`src/rtl/pim_ld_pkg.sv`:
```
// Shared types for the PIM operand loader: FSM state, FIFO entry layout, index width helper.
package pim_ld_pkg;

  typedef enum logic [1:0] {IDLE, ISSUE, HOLD} state_t;

  localparam int PIM_N = 10;

  typedef struct packed {
    logic             last;
    logic [PIM_N-1:0] data;
  } fifo_entry_t;

  function automatic int idx_w(input int n);
    return (n > 1) ? $clog2(n) : 1;
  endfunction

endpackage

```
`src/rtl/pim_ld_fifo.sv`:
```
// Synchronous operand FIFO; pointers wrap modulo DEPTH (power of two).
// Push is ignored when full and pop when empty, regardless of the other side.
module pim_ld_fifo
  import pim_ld_pkg::*;
#(
  parameter int W     = $bits(fifo_entry_t),
  parameter int DEPTH = 4
) (
  input  logic                     clk,
  input  logic                     rst_n,
  input  logic                     i_push,
  input  logic [W-1:0]             i_wr_dat,
  input  logic                     i_pop,
  output logic [W-1:0]             o_rd_dat,
  output logic                     o_full,
  output logic                     o_empty,
  output logic [$clog2(DEPTH):0]   o_count
);

  localparam int AW = $clog2(DEPTH);

  logic [W-1:0]  r_mem [DEPTH];
  logic [AW-1:0] r_wr_ptr;
  logic [AW-1:0] r_rd_ptr;
  logic [AW:0]   r_count;
  logic          w_push;
  logic          w_pop;

  assign o_full   = (r_count == (AW+1)'(DEPTH));
  assign o_empty  = (r_count == '0);
  assign o_count  = r_count;
  assign o_rd_dat = r_mem[r_rd_ptr];
  assign w_push   = i_push && !o_full;
  assign w_pop    = i_pop && !o_empty;

  always_ff @(posedge clk or negedge rst_n) begin
    if (!rst_n) begin
      r_wr_ptr <= '0;
      r_rd_ptr <= '0;
      r_count  <= '0;
    end else begin
      if (w_push) r_wr_ptr <= r_wr_ptr + 1'b1;
      if (w_pop)  r_rd_ptr <= r_rd_ptr + 1'b1;
      case ({w_push, w_pop})
        2'b10:   r_count <= r_count + 1'b1;
        2'b01:   r_count <= r_count - 1'b1;
        default: r_count <= r_count;
      endcase
    end
  end

  always_ff @(posedge clk) begin
    if (w_push) r_mem[r_wr_ptr] <= i_wr_dat;
  end

endmodule

```
`src/rtl/pim_operand_loader.sv`:
```
// Buffers operand words and writes them in order into the PIM register bank with a one-hot strobe.
// Optional even-parity screening of input words is enabled with the PIM_LD_PARITY_EN macro.
module pim_operand_loader
  import pim_ld_pkg::*;
#(
  parameter int N          = 10,
  parameter int NUM_REGS   = 8,
  parameter int FIFO_DEPTH = 4
) (
  input  logic                        clk,
  input  logic                        rst_n,
  input  logic                        in_valid,
  output logic                        in_ready,
  input  logic [N-1:0]                in_data,
  input  logic                        in_last,
  input  logic                        pim_busy,
  output logic [NUM_REGS-1:0]         pim_load,
  output logic [N-1:0]                pim_d,
  output logic                        frame_done,
  output logic [$clog2(NUM_REGS)-1:0] load_idx
`ifdef PIM_LD_PARITY_EN
  ,
  input  logic                        in_par,
  output logic                        par_err
`endif
);

  localparam int IW = $clog2(NUM_REGS);
  localparam int CW = $clog2(FIFO_DEPTH) + 1;

  state_t              r_state;
  state_t              w_state_nxt;
  logic [NUM_REGS-1:0] r_load;
  logic [N-1:0]        r_d;
  logic                r_fd;
  logic [IW-1:0]       r_idx;
  logic                w_push;
  logic                w_issue;
  logic                w_full;
  logic                w_empty;
  logic [CW-1:0]       w_count;
  logic [N:0]          w_head;
  logic                w_wrap;
  logic                w_last_out;

  assign in_ready = !w_full;

`ifdef PIM_LD_PARITY_EN
  logic r_par_err;
  logic w_par_ok;
  // Bad-parity words still complete the handshake; they are just never buffered.
  assign w_par_ok = ((^in_data) == in_par);
  assign w_push   = in_valid && in_ready && w_par_ok;
  assign par_err  = r_par_err;

  always_ff @(posedge clk or negedge rst_n) begin
    if (!rst_n)                                r_par_err <= 1'b0;
    else if (in_valid && in_ready && !w_par_ok) r_par_err <= 1'b1;
  end
`else
  assign w_push = in_valid && in_ready;
`endif

  pim_ld_fifo #(.W(N + 1), .DEPTH(FIFO_DEPTH)) u_fifo (
    .clk      (clk),
    .rst_n    (rst_n),
    .i_push   (w_push),
    .i_wr_dat ({in_last, in_data}),
    .i_pop    (w_issue),
    .o_rd_dat (w_head),
    .o_full   (w_full),
    .o_empty  (w_empty),
    .o_count  (w_count)
  );

  // Pop is not gated on ISSUE so the first word skips the IDLE->ISSUE cycle.
  assign w_issue    = !w_empty && !pim_busy;
  assign w_wrap     = w_head[N] || (r_idx == IW'(NUM_REGS - 1));
  assign w_last_out = w_empty || (w_count == CW'(1) && w_issue && !w_push);

  always_comb begin
    w_state_nxt = r_state;
    unique case (r_state)
      IDLE:    if (!w_empty) w_state_nxt = pim_busy ? HOLD : ISSUE;
      ISSUE:   if (w_last_out) w_state_nxt = IDLE;
               else if (pim_busy) w_state_nxt = HOLD;
      HOLD:    if (w_empty) w_state_nxt = IDLE;
               else if (!pim_busy) w_state_nxt = ISSUE;
      default: w_state_nxt = IDLE;
    endcase
  end

  always_ff @(posedge clk or negedge rst_n) begin
    if (!rst_n) begin
      r_state <= IDLE;
      r_load  <= '0;
      r_d     <= '0;
      r_fd    <= 1'b0;
      r_idx   <= '0;
    end else begin
      r_state <= w_state_nxt;
      if (w_issue) begin
        r_load <= {{(NUM_REGS-1){1'b0}}, 1'b1} << r_idx;
        r_d    <= w_head[N-1:0];
        r_fd   <= w_wrap;
        r_idx  <= w_wrap ? '0 : r_idx + 1'b1;
      end else begin
        r_load <= '0;
        r_fd   <= 1'b0;
      end
    end
  end

  assign pim_load   = r_load;
  assign pim_d      = r_d;
  assign frame_done = r_fd;
  assign load_idx   = r_idx;

endmodule

```
`config.mk`:
```
export PLATFORM = sky130hd
export DESIGN_NAME = pim_operand_loader
export DESIGN_NICKNAME = d
export VERILOG_FILES = /design/src/rtl/pim_ld_pkg.sv /design/src/rtl/pim_ld_fifo.sv /design/src/rtl/pim_operand_loader.sv
export SDC_FILE = /design/constraint.sdc
export NUM_CORES = 1
export LEC_CHECK = 0
export ABC_CLOCK_PERIOD_IN_PS = 2500
export BUFFER_PORTS_ARGS = -buffer_cell sky130_fd_sc_hd__buf_2
export CAP_MARGIN = 0
export CORE_UTILIZATION = 52
export CTS_CLUSTER_DIAMETER = 50
export DETAILED_ROUTE_END_ITERATION = 7
export PLACE_DENSITY = 0.74
export SKIP_LAST_GASP = 1
export SLEW_MARGIN = 40
export SYNTH_ARGS = -nofsm -noshare
export SYNTH_HDL_FRONTEND = slang
export SYNTH_SLANG_ARGS = --single-unit
```
`constraint.sdc`:
```
create_clock -name clk -period 2.5 [get_ports clk]
set_clock_uncertainty 0.1 [all_clocks]
set_input_delay 0.5 -clock clk [delete_from_list [all_inputs] [get_ports clk]]
set_output_delay 0.5 -clock clk [all_outputs]
set_load 0.005 [all_outputs]
```
==> results of run 1 <==
## logic make-up (layout without fill, tap and decap cells)
group	after synthesis	in the layout	share of synthesized area, %
AO/OA/AOI/OAI	8	8	1.60
XOR/XNOR	6	6	1.77
adder cells (fa/ha/maj)	12	12	5.30
buffers and inverters	16	66	3.11
flip-flops	73	73	68.8
multiplexers	23	23	14.3
AND/OR/NAND/NOR	23	23	5.09
## worst reg2reg max path, stage by stage (launching register included)
cell	delay (ns)
dfrtp_1	0.42
or3b_4	0.44
and2_4	0.19
inv_1	0.05
ha_1	0.18
inv_1	0.06
fa_1	0.38
xor2_1	0.15
nor2_1	0.11
xor2_1	0.14
## sequential cells by signal, summed over array words and instances, names as in the netlist
signal,cells
pim_load,8
frame_done,1
u_fifo.r_wr_ptr,2
load_idx,3
pim_d,10
u_fifo.o_count,3
u_fifo.r_mem,44
u_fifo.r_rd_ptr,2
## per-stage QoR
step / cell area [µm²] / utilization (%)
after floorplan: 2970 / -
after global routing: 3370 / 61.2
after CTS: 3370 / 61.2
after global placement: 3210 / 58.4
after detailed placement: 3210 / 58.4
final: 3370 / 61.2
## path summary, 6_finish.rpt
path	slack, ns	start	end
hold / removal	0.08	rst_n	pim_load[0]
min in group clk	0.27	in_data[8]	u_fifo.r_mem[1][8]
setup / recovery	0.21	u_fifo.o_count[1]	u_fifo.o_count[2]
setup reg to reg	0.21	u_fifo.o_count[1]	u_fifo.o_count[2]
max in group asynchronous	1.80	rst_n	pim_d[3]
hold reg to reg	0.41	pim_d[9]	pim_d[9]
## placed cells by master, fill, tap and decap left out, types with 2 or more instances in the layout
| cell type | Yosys | layout |
|---|---|---|
| mux4_1 | 4 | 4 |
| mux4_2 | 6 | 6 |
| clkbuf_1 | 0 | 3 |
| dfrtp_1 | 29 | 29 |
| mux2_4 | 11 | 11 |
| ha_1 | 11 | 11 |
| edfxtp_1 | 44 | 44 |
| buf_4 | 0 | 2 |
| and2_1 | 3 | 3 |
| inv_1 | 10 | 10 |
| nor2_1 | 2 | 2 |
| and3_1 | 10 | 10 |
| mux2i_1 | 2 | 2 |
| clkbuf_8 | 0 | 9 |
| o21ai_0 | 4 | 4 |
| clkinv_1 | 0 | 2 |
| xnor2_1 | 3 | 3 |
| xor2_1 | 3 | 3 |
| buf_2 | 1 | 37 |
| o31ai_1 | 2 | 2 |
## cell type report
class | instances | share of cell area [%]
inverter | 11 | 1.23
clock inverter | 4 | 0.594
timing repair buffer | 39 | 5.94
multi-input combinational | 72 | 24.8
tap | 72 | 2.67
sequential | 73 | 60.8
clock buffer | 12 | 4.01
## metal layers
metal  up-vias  global-route usage [%]  routed length (µm)
li1        684                       -                   -
met1       758                    20.7                1920
met2        35                    30.1                2530
met3        12                    3.88                 164
met4         0                    11.1                 136
met5         -                       0                   0
## power by group
part	switching, µW	internal [µW]	total [µW]
Combinational	511	646	1160
Sequential	226	1630	1860
Clock	401	353	754
==> report_table.html, run 1 <==
<table>
<tr><th>Metric</th><th>Value</th></tr>
<tr><th colspan="2">Die</th></tr>
<tr><td>Die Height</td><td>77.6 µm</td></tr>
<tr><td>Row cnt</td><td>27</td></tr>
<tr><td>Floorplan core area</td><td>5510 µm²</td></tr>
<tr><td>Starting utilization of the core area</td><td>54.0%</td></tr>
<tr><td>I/O Pins</td><td>38</td></tr>
<tr><td>Floorplan die area</td><td>6030 µm²</td></tr>
<tr><td>Die X-Extent</td><td>77.6 µm</td></tr>
<tr><th colspan="2">Worst setup path</th></tr>
<tr><td>Buffers &amp; Inverters on Critical Path</td><td>2</td></tr>
<tr><td>Crit-path slowest cell</td><td>or3b_4</td></tr>
<tr><td>Worst setup SP type</td><td>flop</td></tr>
<tr><td>Critical path capture point type</td><td>flop</td></tr>
<tr><td>Family with the most delay on the worst path</td><td>simple AND/OR/NAND/NOR gates</td></tr>
<tr><td>Data required time of the worst path</td><td>2.67 ns</td></tr>
<tr><td>Chain of cells forming the critical path</td><td>or3b_4 -&gt; and2_4 -&gt; inv_1 -&gt; ha_1 -&gt; inv_1 -&gt; fa_1 -&gt; xor2_1 -&gt; nor2_1 -&gt; xor2_1</td></tr>
<tr><td>Levels on crit path</td><td>9</td></tr>
<tr><td>CP arrival</td><td>2.46 ns</td></tr>
<tr><td>Path depth of the worst reg2reg path</td><td>9</td></tr>
<tr><td>CP Max Fanout</td><td>6</td></tr>
<tr><td>Delay of the slowest critical-path stage</td><td>0.44 ns</td></tr>
<tr><td>Crit Path Class</td><td>flop to flop</td></tr>
<tr><th colspan="2">Pwr</th></tr>
<tr><td>Pwr/cell area</td><td>1120 nW/µm²</td></tr>
<tr><td>Leakage power summed over all cells</td><td>0.00145 µW</td></tr>
<tr><td>Final Total Pwr</td><td>3770 µW</td></tr>
<tr><td>Max VDD drop</td><td>650 µV</td></tr>
<tr><th colspan="2">Drt</th></tr>
<tr><td>Post-route ant nets</td><td>0</td></tr>
<tr><td>First-pass iteration count of the detailed router</td><td>4</td></tr>
<tr><td>Count of vias placed by the detailed router</td><td>1489</td></tr>
<tr><td>Initial drt markers</td><td>53</td></tr>
<tr><td>DRC viols</td><td>0</td></tr>
<tr><td>Routed wire length</td><td>4750 µm</td></tr>
<tr><td>Post-DR vias/cell</td><td>5.26</td></tr>
<tr><td>Average wire per cell in the routed design</td><td>16.8 µm</td></tr>
<tr><th colspan="2">Synth</th></tr>
<tr><td>Seq cells post-synth</td><td>73</td></tr>
<tr><td>Dominant cell by count in the synthesized netlist</td><td>edfxtp_1</td></tr>
<tr><td>Share of synthesized flip-flops with an asynchronous set or reset</td><td>39.7%</td></tr>
<tr><td>Post-Synthesis Mean Instance Area</td><td>18.5 µm²</td></tr>
<tr><td>Syn Inst Count</td><td>161</td></tr>
<tr><td>Top_reg_cell synth</td><td>edfxtp_1</td></tr>
<tr><td>Most used standard cells in the synthesized netlist</td><td>edfxtp_1 (44), dfrtp_1 (29), ha_1 (11), mux2_4 (11)</td></tr>
<tr><td>Number of synthesized flops with an enable pin</td><td>44</td></tr>
<tr><td>Warnings from Yosys</td><td>0</td></tr>
<tr><td>Cell type contributing the most total cell area after synthesis</td><td>edfxtp_1</td></tr>
<tr><td>Register area share after synthesis</td><td>68.8%</td></tr>
<tr><td>Share of Yosys cell area claimed by the top area cell type</td><td>44.4%</td></tr>
<tr><td>Number of distinct library cells after synthesis</td><td>31</td></tr>
<tr><td>Net count after synthesis</td><td>188</td></tr>
<tr><td>Top post-synthesis cells by area</td><td>edfxtp_1 (44%), dfrtp_1 (24%), mux2_4 (5.6%)</td></tr>
<tr><td>Summed instance area of the synthesized netlist</td><td>2970 µm²</td></tr>
<tr><th colspan="2">Global route</th></tr>
<tr><td>Number of antenna violations at the first check in global routing</td><td>0</td></tr>
<tr><td>First-pass GRT wire length</td><td>7620 µm</td></tr>
<tr><td>Total global-route track usage</td><td>17.8%</td></tr>
<tr><td>Gr ovfl total</td><td>0</td></tr>
<tr><td>Vias in the first global route</td><td>1569</td></tr>
<tr><td>Largest net degree at the start of global routing</td><td>30</td></tr>
<tr><th colspan="2">Final layout</th></tr>
<tr><td>Area taken by flip-flops and latches</td><td>2050 µm²</td></tr>
<tr><td>Number of antenna diodes</td><td>0</td></tr>
<tr><td>Number of standard cells in the layout, taps in and fillers out</td><td>283</td></tr>
<tr><td>Synth-to-Final Area Change</td><td>13.3%</td></tr>
<tr><td>Share of post-route cells with drive strength above 1</td><td>34.1%</td></tr>
<tr><td>Number of fillers in the final layout</td><td>400</td></tr>
<tr><td>Net total in the final layout</td><td>233</td></tr>
<tr><td>Area of the multi-input gates</td><td>835 µm²</td></tr>
<tr><th colspan="2">Place</th></tr>
<tr><td>Dpl hpwl</td><td>3150 µm</td></tr>
<tr><td>GPL Wtd Cong</td><td>0.760</td></tr>
<tr><td>Pre-CTS setup slack</td><td>0.207 ns</td></tr>
<tr><td>Placed Cells</td><td>267</td></tr>
<tr><td>Quantity of I/O buffers inserted on ports</td><td>37</td></tr>
<tr><th colspan="2">Run</th></tr>
<tr><td>Max-cap violation count</td><td>0</td></tr>
<tr><th colspan="2">Clocking</th></tr>
<tr><td>Level count of the clock H-tree</td><td>3</td></tr>
<tr><td>Post-cts hold buffer count</td><td>0</td></tr>
<tr><td>Clock slew seen by the registers of the worst setup and hold paths</td><td>0.07 ns</td></tr>
<tr><td>Root Buffer Master</td><td>clkbuf_8</td></tr>
<tr><td>Clk buf depth</td><td>2</td></tr>
<tr><td>TritonCTS clock tree</td><td>built</td></tr>
<tr><td>CTS resizes</td><td>0</td></tr>
<tr><td>Clock sink count</td><td>73</td></tr>
<tr><td>Number of buffers created by CTS</td><td>9</td></tr>
<tr><td>Clock insertion delay at the later pin of the skew report</td><td>0.34 ns</td></tr>
<tr><td># Post-CTS Setup Buffers</td><td>0</td></tr>
<tr><th colspan="2">Run status</th></tr>
<tr><td>Outcome</td><td>finished, final reports clean</td></tr>
<tr><th colspan="2">Timing</th></tr>
<tr><td>Measured slew at the worst slew-check pin</td><td>0.649 ns</td></tr>
<tr><td>Unrepaired setup endpoints after global routing</td><td>false</td></tr>
<tr><td>Final hold slack</td><td>0.0783 ns</td></tr>
<tr><td>Number of endpoints with negative hold slack in the final report</td><td>0</td></tr>
<tr><td>Final setup margin</td><td>0.205 ns</td></tr>
<tr><td>Highest clock rate</td><td>436 MHz</td></tr>
<tr><td>Final total negative setup slack</td><td>0 ns</td></tr>
<tr><td>Total of endpoints with negative setup slack in the final report</td><td>0</td></tr>
<tr><td>Final count of pins violating max slew</td><td>0</td></tr>
<tr><td>Period utilization</td><td>91.8%</td></tr>
<tr><td>Fin crit period</td><td>2.29 ns</td></tr>
<tr><td>Worst relative slew slack</td><td>56.8%</td></tr>
<tr><th colspan="2">Hold path</th></tr>
<tr><td>Tightest Hold Check Type</td><td>primary input to async pin</td></tr>
</table>
Power figures use the tool's default switching activity.
==> inputs of run 2 (changes only) <==
--- a/config.mk
+++ b/config.mk
@@ -5,13 +5,13 @@
 export SDC_FILE = /design/constraint.sdc
 export NUM_CORES = 1
 export LEC_CHECK = 0
-export ABC_CLOCK_PERIOD_IN_PS = 2500
+export ABC_CLOCK_PERIOD_IN_PS = 1800
 export BUFFER_PORTS_ARGS = -buffer_cell sky130_fd_sc_hd__buf_2
 export CAP_MARGIN = 0
-export CORE_UTILIZATION = 52
+export CORE_UTILIZATION = 51
 export CTS_CLUSTER_DIAMETER = 50
 export DETAILED_ROUTE_END_ITERATION = 7
-export PLACE_DENSITY = 0.74
+export PLACE_DENSITY = 0.75
 export SKIP_LAST_GASP = 1
 export SLEW_MARGIN = 40
 export SYNTH_ARGS = -nofsm -noshare
==> constraint.sdc (replaced) <==
create_clock -name clk -period 1.8 [get_ports clk]
set_clock_uncertainty 0.1 [all_clocks]
set_input_delay 0.36 -clock clk [delete_from_list [all_inputs] [get_ports clk]]
set_output_delay 0.36 -clock clk [all_outputs]
set_load 0.005 [all_outputs]
==> report_table.html, run 2 (synthesized netlist as in run 1, its figures left out) <==
<table>
<tr><th>Metric</th><th>Value</th></tr>
<tr><th colspan="2">Worst setup path</th></tr>
<tr><td>Buffers &amp; Inverters on Critical Path</td><td>2 (unchanged)</td></tr>
<tr><td>Critical path capture point type</td><td>flop</td></tr>
<tr><td>Worst setup SP type</td><td>flop</td></tr>
<tr><td>Delay of the slowest critical-path stage</td><td>0.40 ns (-0.04 ns)</td></tr>
<tr><td>Crit Path Class</td><td>flop to flop</td></tr>
<tr><td>Chain of cells forming the critical path</td><td>or3b_4 -&gt; and2_4 -&gt; inv_2 -&gt; ha_4 -&gt; inv_2 -&gt; fa_2 -&gt; xor2_1 -&gt; nor2_1 -&gt; xor2_1</td></tr>
<tr><td>Crit-path slowest cell</td><td>or3b_4</td></tr>
<tr><td>Family with the most delay on the worst path</td><td>simple AND/OR/NAND/NOR gates</td></tr>
<tr><td>CP Max Fanout</td><td>2 (-4)</td></tr>
<tr><td>Data required time of the worst path</td><td>1.96 ns (-0.71 ns)</td></tr>
<tr><td>CP arrival</td><td>2.24 ns (-0.22 ns)</td></tr>
<tr><th colspan="2">Place</th></tr>
<tr><td>Quantity of I/O buffers inserted on ports</td><td>37 (unchanged)</td></tr>
<tr><td>Dpl hpwl</td><td>3480 µm (+10%)</td></tr>
<tr><td>Placed Instance Area</td><td>3380 µm² (+5.1%)</td></tr>
<tr><td>GPL Wtd Cong</td><td>0.738 (-2.9%)</td></tr>
<tr><th colspan="2">Drt</th></tr>
<tr><td>Count of vias placed by the detailed router</td><td>1580 (+6.1%)</td></tr>
<tr><td>First-pass iteration count of the detailed router</td><td>4 (unchanged)</td></tr>
<tr><td>Initial drt markers</td><td>107 (+100%)</td></tr>
<tr><td>Post-DR vias/cell</td><td>5.27 (about the same)</td></tr>
<tr><td>Routed wire length</td><td>5140 µm (+8.2%)</td></tr>
<tr><td>Post-route ant nets</td><td>0 (unchanged)</td></tr>
<tr><td>DRC viols</td><td>0 (unchanged)</td></tr>
<tr><td>Average wire per cell in the routed design</td><td>17.1 µm (+2.1%)</td></tr>
<tr><th colspan="2">Clocking</th></tr>
<tr><td>Root Buffer Master</td><td>clkbuf_8</td></tr>
<tr><td>Clock insertion delay at the later pin of the skew report</td><td>0.33 ns (about the same)</td></tr>
<tr><td>Number of buffers created by CTS</td><td>9 (unchanged)</td></tr>
<tr><td>Clock slew seen by the registers of the worst setup and hold paths</td><td>0.07 ns (about the same)</td></tr>
<tr><td>TritonCTS clock tree</td><td>built</td></tr>
<tr><td>Level count of the clock H-tree</td><td>3 (unchanged)</td></tr>
<tr><td>Clock sink count</td><td>73 (unchanged)</td></tr>
<tr><td>Clk buf depth</td><td>2 (unchanged)</td></tr>
<tr><th colspan="2">Global route</th></tr>
<tr><td>Fraction of met2 tracks used by global routing</td><td>33.0% (+2.9 points)</td></tr>
<tr><td>Largest net degree at the start of global routing</td><td>30 (unchanged)</td></tr>
<tr><td>Busiest metal layer after global routing</td><td>met2</td></tr>
<tr><td>First-pass GRT wire length</td><td>8110 µm (+6.5%)</td></tr>
<tr><td>Met3 Usage GRT</td><td>4.88% (+1.0 points)</td></tr>
<tr><td>Number of antenna violations at the first check in global routing</td><td>0 (unchanged)</td></tr>
<tr><td>Total global-route track usage</td><td>18.6% (+0.81 points)</td></tr>
<tr><td>Global-route met1 utilization</td><td>20.4% (-0.30 points)</td></tr>
<tr><td>Gr ovfl total</td><td>0 (unchanged)</td></tr>
<tr><td>Vias in the first global route</td><td>1705 (+8.7%)</td></tr>
<tr><th colspan="2">Die</th></tr>
<tr><td>Die Height</td><td>78.4 µm (+0.95%)</td></tr>
<tr><td>Row cnt</td><td>27 (unchanged)</td></tr>
<tr><td>Die X-Extent</td><td>78.4 µm (+0.95%)</td></tr>
<tr><td>Floorplan core area</td><td>5570 µm² (+1.2%)</td></tr>
<tr><td>Floorplan die area</td><td>6140 µm² (+1.9%)</td></tr>
<tr><td>Starting utilization of the core area</td><td>53.4% (-0.65 points)</td></tr>
<tr><td>I/O Pins</td><td>38 (unchanged)</td></tr>
<tr><th colspan="2">Final layout</th></tr>
<tr><td>Synth-to-Final Area Change</td><td>21.8%</td></tr>
<tr><td>Net total in the final layout</td><td>250 (+7.3%)</td></tr>
<tr><td>Most flop-heavy register</td><td>u_fifo.r_mem</td></tr>
<tr><td>Share of post-route cells with drive strength above 1</td><td>40.8% (+6.7 points)</td></tr>
<tr><td>Number of antenna diodes</td><td>0 (unchanged)</td></tr>
<tr><td>Final cell area excluding filler cells</td><td>3620 µm² (+7.5%)</td></tr>
<tr><td>Commonest non-fill, non-tap cell in the layout</td><td>edfxtp_1</td></tr>
<tr><td>Number of fillers in the final layout</td><td>412 (+3.0%)</td></tr>
<tr><td>Leading cell types in the layout, fill and taps excluded</td><td>edfxtp_1 (44), buf_2 (37), dfrtp_1 (29)</td></tr>
<tr><td>Flip-flop count of the largest register, all copies and words added</td><td>44 (unchanged)</td></tr>
<tr><th colspan="2">Pwr</th></tr>
<tr><td>Leakage power summed over all cells</td><td>0.00157 µW (+8.5%)</td></tr>
<tr><td>Pwr/cell area</td><td>1620 nW/µm² (+45%)</td></tr>
<tr><td>Max VDD drop</td><td>996 µV (+53%)</td></tr>
<tr><td>Final Total Pwr</td><td>5880 µW (+56%)</td></tr>
<tr><th colspan="2">Timing</th></tr>
<tr><td>Final setup margin</td><td>-0.281 ns (-0.486 ns)</td></tr>
<tr><td>Period utilization</td><td>116% (+24 points)</td></tr>
<tr><td>Measured slew at the worst slew-check pin</td><td>0.678 ns (+0.0295 ns)</td></tr>
<tr><td>Number of endpoints with negative hold slack in the final report</td><td>0 (unchanged)</td></tr>
<tr><td>Final hold slack</td><td>0.140 ns (+0.0613 ns)</td></tr>
<tr><td>Total of endpoints with negative setup slack in the final report</td><td>3 (+3)</td></tr>
<tr><td>Highest clock rate</td><td>480 MHz (+10%)</td></tr>
<tr><td>Final count of pins violating max slew</td><td>0 (unchanged)</td></tr>
<tr><td>Fin crit period</td><td>2.08 ns (-0.214 ns)</td></tr>
<tr><td>Unrepaired setup endpoints after global routing</td><td>true</td></tr>
<tr><td>Worst relative slew slack</td><td>54.8% (-2.0 points)</td></tr>
<tr><th colspan="2">Run status</th></tr>
<tr><td>Violated checks</td><td>setup timing</td></tr>
<tr><td>Outcome</td><td>finished with violations</td></tr>
<tr><th colspan="2">Run</th></tr>
<tr><td>Max-cap violation count</td><td>0 (unchanged)</td></tr>
<tr><th colspan="2">Hold path</th></tr>
<tr><td>Tightest Hold Check Type</td><td>primary input to flop</td></tr>
</table>
run 2: cell types whose count changed in the layout (fill, tap and decap cells not counted), sizes merged:
cell         change
buf             +16
bufinv           +2
clkinv           -1
clkinvlp         -1
dlygate4sd3      +1
run 2: metal layers:
| metal | up-vias | share of wire (%) |
|---|---|---|
| li1 | 721 | - |
| met1 | 806 | 39 |
| met2 | 45 | 54 |
| met3 | 8 | 4.9 |
| met4 | 0 | 1.7 |
| met5 | - | 0 |
run 2: path summary, 6_finish.rpt:
check | startpoint | depth (start not counted) | to | slack [ns]
max | u_fifo.o_count[1] | 9 | u_fifo.o_count[2] | -0.28
min | in_data[5] | 1 | u_fifo.r_mem[0][5] | 0.14
max reg2reg | u_fifo.o_count[1] | 9 | u_fifo.o_count[2] | -0.28
max in group asynchronous | rst_n | 2 | u_fifo.r_wr_ptr[1] | 0.66
min in group asynchronous | rst_n | 2 | pim_d[5] | 0.50
min reg2reg | pim_d[9] | 1 | pim_d[9] | 0.41
run 2: cell type report:
type	instances	area, µm²	share of cell area [%]
sequential	73	2050	56.5
multi-input combinational	72	860	23.7
timing repair buffer	56	380	10.5
clock buffer	12	135	3.73
tap	72	90.1	2.49
clock inverter	4	67.6	1.87
inverter	11	41.3	1.14
run 2: repair_timing:
action                     4_1_cts  5_1_grt
hold buffers                     1        0
gates resized for setup          2        0
setup endpoints to repair        3       13
pin swaps                        5        1
setup buffers                    2        1
hold endpoints to repair        29        0
run 2: worst reg2reg max path, cell delays in order (launching register included):
cell     delay, ns
dfrtp_1       0.38
or3b_4        0.40
and2_4        0.17
inv_2         0.06
ha_4          0.13
inv_2         0.04
fa_2          0.32
xor2_1        0.15
nor2_1        0.11
xor2_1        0.15
run 2: stage by stage:
stage	util (%)	std cells	TNS [ns]	setup slack, ns
floorplan	-	161	-0.483	-0.305
global placement	60.6	280	-0.295	-0.211
detailed placement	60.6	280	-0.470	-0.287
CTS	64.8	299	-0.644	-0.286
global route	65.0	300	-0.783	-0.358
finish	65.0	300	-0.631	-0.281
run 2: report_power, final:
| part | internal [µW] | leakage (µW) | switching (µW) | total (µW) |
|---|---|---|---|---|
| registers | 2270 | 0.000765 | 265 | 2530 |
| clock network | 774 | 0.0000997 | 548 | 1320 |
| logic | 1170 | 0.000709 | 856 | 2020 |
==> inputs of run 3 (changes only) <==
--- a/config.mk
+++ b/config.mk
@@ -11,7 +11,7 @@
 export CORE_UTILIZATION = 51
 export CTS_CLUSTER_DIAMETER = 50
 export DETAILED_ROUTE_END_ITERATION = 7
-export PLACE_DENSITY = 0.75
+export PLACE_DENSITY = 0.74
 export SKIP_LAST_GASP = 1
 export SLEW_MARGIN = 40
 export SYNTH_ARGS = -nofsm -noshare
==> report_table.html, run 3 (synthesized netlist as in run 1, its figures left out) <==
<table>
<tr><th>Metric</th><th>Value</th></tr>
<tr><th colspan="2">Worst setup path</th></tr>
<tr><td>CP Max Fanout</td><td>2 (unchanged)</td></tr>
<tr><td>Path depth of the worst reg2reg path</td><td>9 (unchanged)</td></tr>
<tr><td>Buffers &amp; Inverters on Critical Path</td><td>2 (unchanged)</td></tr>
<tr><td>Worst setup SP type</td><td>flop</td></tr>
<tr><td>Crit Path Class</td><td>flop to flop</td></tr>
<tr><td>CP Capture Point</td><td>u_fifo.o_count[2]</td></tr>
<tr><td>Crit-path slowest cell</td><td>or3b_4</td></tr>
<tr><td>Worst Setup SP</td><td>u_fifo.o_count[1]</td></tr>
<tr><td>CP arrival</td><td>2.23 ns (about the same)</td></tr>
<tr><td>Data required time of the worst path</td><td>1.95 ns (about the same)</td></tr>
<tr><td>Chain of cells forming the critical path</td><td>or3b_4 -&gt; and2_4 -&gt; inv_2 -&gt; ha_4 -&gt; inv_2 -&gt; fa_2 -&gt; xor2_1 -&gt; nor2_1 -&gt; xor2_1</td></tr>
<tr><td>Beginning of the worst register-to-register path</td><td>u_fifo.o_count[1]</td></tr>
<tr><td>Levels on crit path</td><td>9 (unchanged)</td></tr>
<tr><td>Delay of the slowest critical-path stage</td><td>0.40 ns (about the same)</td></tr>
<tr><td>Family with the most delay on the worst path</td><td>simple AND/OR/NAND/NOR gates</td></tr>
<tr><td>Slack of the worst reg-to-reg path</td><td>-0.28 ns (about the same)</td></tr>
<tr><td>Critical path capture point type</td><td>flop</td></tr>
<tr><td>Critical register-to-register path endpoint</td><td>u_fifo.o_count[2]</td></tr>
<tr><th colspan="2">Final layout</th></tr>
<tr><td>Number of standard cells in the layout, taps in and fillers out</td><td>300 (unchanged)</td></tr>
<tr><td>Number of fillers in the final layout</td><td>394 (-4.4%)</td></tr>
<tr><td>Final cell area excluding filler cells</td><td>3620 µm² (about the same)</td></tr>
<tr><td>Share of post-route cells with drive strength above 1</td><td>43.0% (+2.2 points)</td></tr>
<tr><td>Commonest non-fill, non-tap cell in the layout</td><td>edfxtp_1</td></tr>
<tr><td>Flip-flop count of the largest register, all copies and words added</td><td>44 (unchanged)</td></tr>
<tr><td>Most flop-heavy register</td><td>u_fifo.r_mem</td></tr>
<tr><td>Number of antenna diodes</td><td>0 (unchanged)</td></tr>
<tr><td>Leading cell types in the layout, fill and taps excluded</td><td>edfxtp_1 (44), buf_2 (37), dfrtp_1 (29)</td></tr>
<tr><td>Synth-to-Final Area Change</td><td>21.7% (about the same)</td></tr>
<tr><td>Net total in the final layout</td><td>250 (unchanged)</td></tr>
<tr><th colspan="2">Timing</th></tr>
<tr><td>Number of endpoints with negative hold slack in the final report</td><td>0 (unchanged)</td></tr>
<tr><td>Total of endpoints with negative setup slack in the final report</td><td>47 (+44)</td></tr>
<tr><td>Final total negative setup slack</td><td>-2.12 ns (-1.49 ns)</td></tr>
<tr><td>Period utilization</td><td>116% (about the same)</td></tr>
<tr><td>Final count of pins violating max slew</td><td>0 (unchanged)</td></tr>
<tr><td>Measured slew at the worst slew-check pin</td><td>0.693 ns (+0.0153 ns)</td></tr>
<tr><td>Unrepaired setup endpoints after global routing</td><td>true</td></tr>
<tr><td>Fin crit period</td><td>2.08 ns (-0.00146 ns)</td></tr>
<tr><td>Highest clock rate</td><td>481 MHz (about the same)</td></tr>
<tr><td>Worst relative slew slack</td><td>53.8% (-1.0 points)</td></tr>
<tr><td>Final setup margin</td><td>-0.280 ns (+0.00146 ns)</td></tr>
<tr><th colspan="2">Run</th></tr>
<tr><td>Max-cap violation count</td><td>0 (unchanged)</td></tr>
<tr><th colspan="2">Die</th></tr>
<tr><td>Die Height</td><td>78.4 µm (unchanged)</td></tr>
<tr><td>Floorplan die area</td><td>6140 µm² (unchanged)</td></tr>
<tr><td>Row cnt</td><td>27 (unchanged)</td></tr>
<tr><td>Starting utilization of the core area</td><td>53.4% (unchanged)</td></tr>
<tr><td>Die X-Extent</td><td>78.4 µm (unchanged)</td></tr>
<tr><td>Floorplan core area</td><td>5570 µm² (unchanged)</td></tr>
<tr><td>I/O Pins</td><td>38 (unchanged)</td></tr>
<tr><th colspan="2">Hold path</th></tr>
<tr><td>Tightest Hold Check Type</td><td>primary input to flop</td></tr>
<tr><td>Instance count along the most critical hold path</td><td>1 (unchanged)</td></tr>
<tr><th colspan="2">Clocking</th></tr>
<tr><td>Clock sink count</td><td>73 (unchanged)</td></tr>
<tr><td>Clock insertion delay at the later pin of the skew report</td><td>0.33 ns (about the same)</td></tr>
<tr><td>Clk buf depth</td><td>2 (unchanged)</td></tr>
<tr><td>Number of buffers created by CTS</td><td>9 (unchanged)</td></tr>
<tr><td>Level count of the clock H-tree</td><td>3 (unchanged)</td></tr>
<tr><td>TritonCTS clock tree</td><td>built</td></tr>
<tr><td>Clock slew seen by the registers of the worst setup and hold paths</td><td>0.08 ns (about the same)</td></tr>
<tr><td>Root Buffer Master</td><td>clkbuf_8</td></tr>
<tr><th colspan="2">Drt</th></tr>
<tr><td>Average wire per cell in the routed design</td><td>17.3 µm (+0.74%)</td></tr>
<tr><td>Post-route ant nets</td><td>0 (unchanged)</td></tr>
<tr><td>Post-DR vias/cell</td><td>5.19 (-1.5%)</td></tr>
<tr><td>First-pass iteration count of the detailed router</td><td>4 (unchanged)</td></tr>
<tr><td>Routed wire length</td><td>5180 µm (+0.74%)</td></tr>
<tr><td>Initial drt markers</td><td>120 (+12%)</td></tr>
<tr><td>Count of vias placed by the detailed router</td><td>1556 (-1.5%)</td></tr>
<tr><td>DRC viols</td><td>0 (unchanged)</td></tr>
<tr><th colspan="2">Global route</th></tr>
<tr><td>Gr ovfl total</td><td>0 (unchanged)</td></tr>
<tr><td>First-pass GRT wire length</td><td>8340 µm (+2.7%)</td></tr>
<tr><td>Largest net degree at the start of global routing</td><td>30 (unchanged)</td></tr>
<tr><td>Total global-route track usage</td><td>19.2% (+0.52 points)</td></tr>
<tr><td>Number of antenna violations at the first check in global routing</td><td>0 (unchanged)</td></tr>
<tr><td>Vias in the first global route</td><td>1674 (-1.8%)</td></tr>
<tr><th colspan="2">Pwr</th></tr>
<tr><td>Clock Power Share</td><td>20.4% (-2.1 points)</td></tr>
<tr><td>Final Total Pwr</td><td>5760 µW (-2.1%)</td></tr>
<tr><td>Internal portion of total power</td><td>4030 µW (-4.1%)</td></tr>
<tr><td>Combinational cell fraction of total power</td><td>35.7% (+1.3 points)</td></tr>
<tr><td>Leakage power summed over all cells</td><td>0.00157 µW (about the same)</td></tr>
<tr><td>Switching power</td><td>1720 µW (+3.1%)</td></tr>
<tr><td>Pwr/cell area</td><td>1590 nW/µm² (-2.0%)</td></tr>
<tr><td>Max VDD drop</td><td>804 µV (-19%)</td></tr>
<tr><td>Seq pwr share</td><td>44.0% (+0.9 points)</td></tr>
<tr><td>Switching part of the total</td><td>29.9% (+1.5 points)</td></tr>
<tr><th colspan="2">Place</th></tr>
<tr><td>Placed Cells</td><td>280 (unchanged)</td></tr>
<tr><td>Quantity of I/O buffers inserted on ports</td><td>37 (unchanged)</td></tr>
<tr><td>Pre-CTS setup slack</td><td>-0.301 ns (-0.0133 ns)</td></tr>
<tr><td>GPL Wtd Cong</td><td>0.764 (+3.5%)</td></tr>
<tr><td>Placed Instance Area</td><td>3380 µm² (unchanged)</td></tr>
<tr><td>Dpl hpwl</td><td>3520 µm (+1.2%)</td></tr>
<tr><th colspan="2">Run status</th></tr>
<tr><td>Outcome</td><td>finished with violations</td></tr>
<tr><td>Violated checks</td><td>setup timing</td></tr>
</table>
[run 3: changes by cell type in the layout (fill, tap and decap cells not counted), sizes merged]
cell	change
bufinv	-2
clkbuf	-1
clkinv	+1
clkinvlp	+1
inv	+1
[run 3: worst register-to-register path, stage by stage (launching register included)]
cell,delay [ns]
dfrtp_1,0.39
or3b_4,0.40
and2_4,0.15
inv_2,0.06
ha_4,0.12
inv_2,0.04
fa_2,0.33
xor2_1,0.14
nor2_1,0.11
xor2_1,0.16
[run 3: power groups by stage]
stage / Combinational, µW / Clock [µW] / Sequential, µW
2_1_floorplan: 1300 / 0 / 2500
3_3_place_gp: 1850 / 0 / 2510
3_5_place_dp: 1970 / 0 / 2570
4_1_cts: 2050 / 1200 / 2540
5_1_grt: 2250 / 1270 / 2580
6_report: 2050 / 1170 / 2530
[run 3: stage by stage]
stage	hold WS [ns]	utilization, %
3_3_place_gp	0.307	60.6
6_report	0.145	64.9
3_5_place_dp	0.347	60.6
5_1_grt	0.128	64.9
4_1_cts	0.132	64.8
2_1_floorplan	-0.0356	-
[run 3: worst min-delay path by stage]
stage               startpoint                 end
floorplan                rst_n          frame_done
global placement         rst_n            pim_d[5]
detailed placement       rst_n            pim_d[5]
CTS                 in_data[4]  u_fifo.r_mem[1][4]
global route        in_data[8]  u_fifo.r_mem[2][8]
finish              in_data[8]  u_fifo.r_mem[2][8]
[run 3: cell type report]
cell class                 count  area [µm²]  share of cell area, %
multi-input combinational     72         860                   23.7
clock inverter                 5        38.8                   1.07
tap                           72        90.1                   2.49
clock buffer                  11         151                   4.18
inverter                      11        41.3                   1.14
sequential                    73        2050                   56.6
timing repair buffer          56         392                   10.8
[run 3: metal layers]
metal  global-route usage, %  up-vias  wire [µm]
met5                       0        -          0
met4                    8.33        0         67
met3                    5.58        8        182
met2                    32.8       31       2720
met1                    22.4      792       2210
li1                        -      725          -
[run 3: what timing repair did]
item                                    4_1_cts  5_1_grt
hold buffers                                  1        0
endpoints found under the setup margin        3       57
buffers inserted                              4        1
hold endpoints to repair                     29        0
gates resized for setup                       3        3
pin swaps                                     7        1
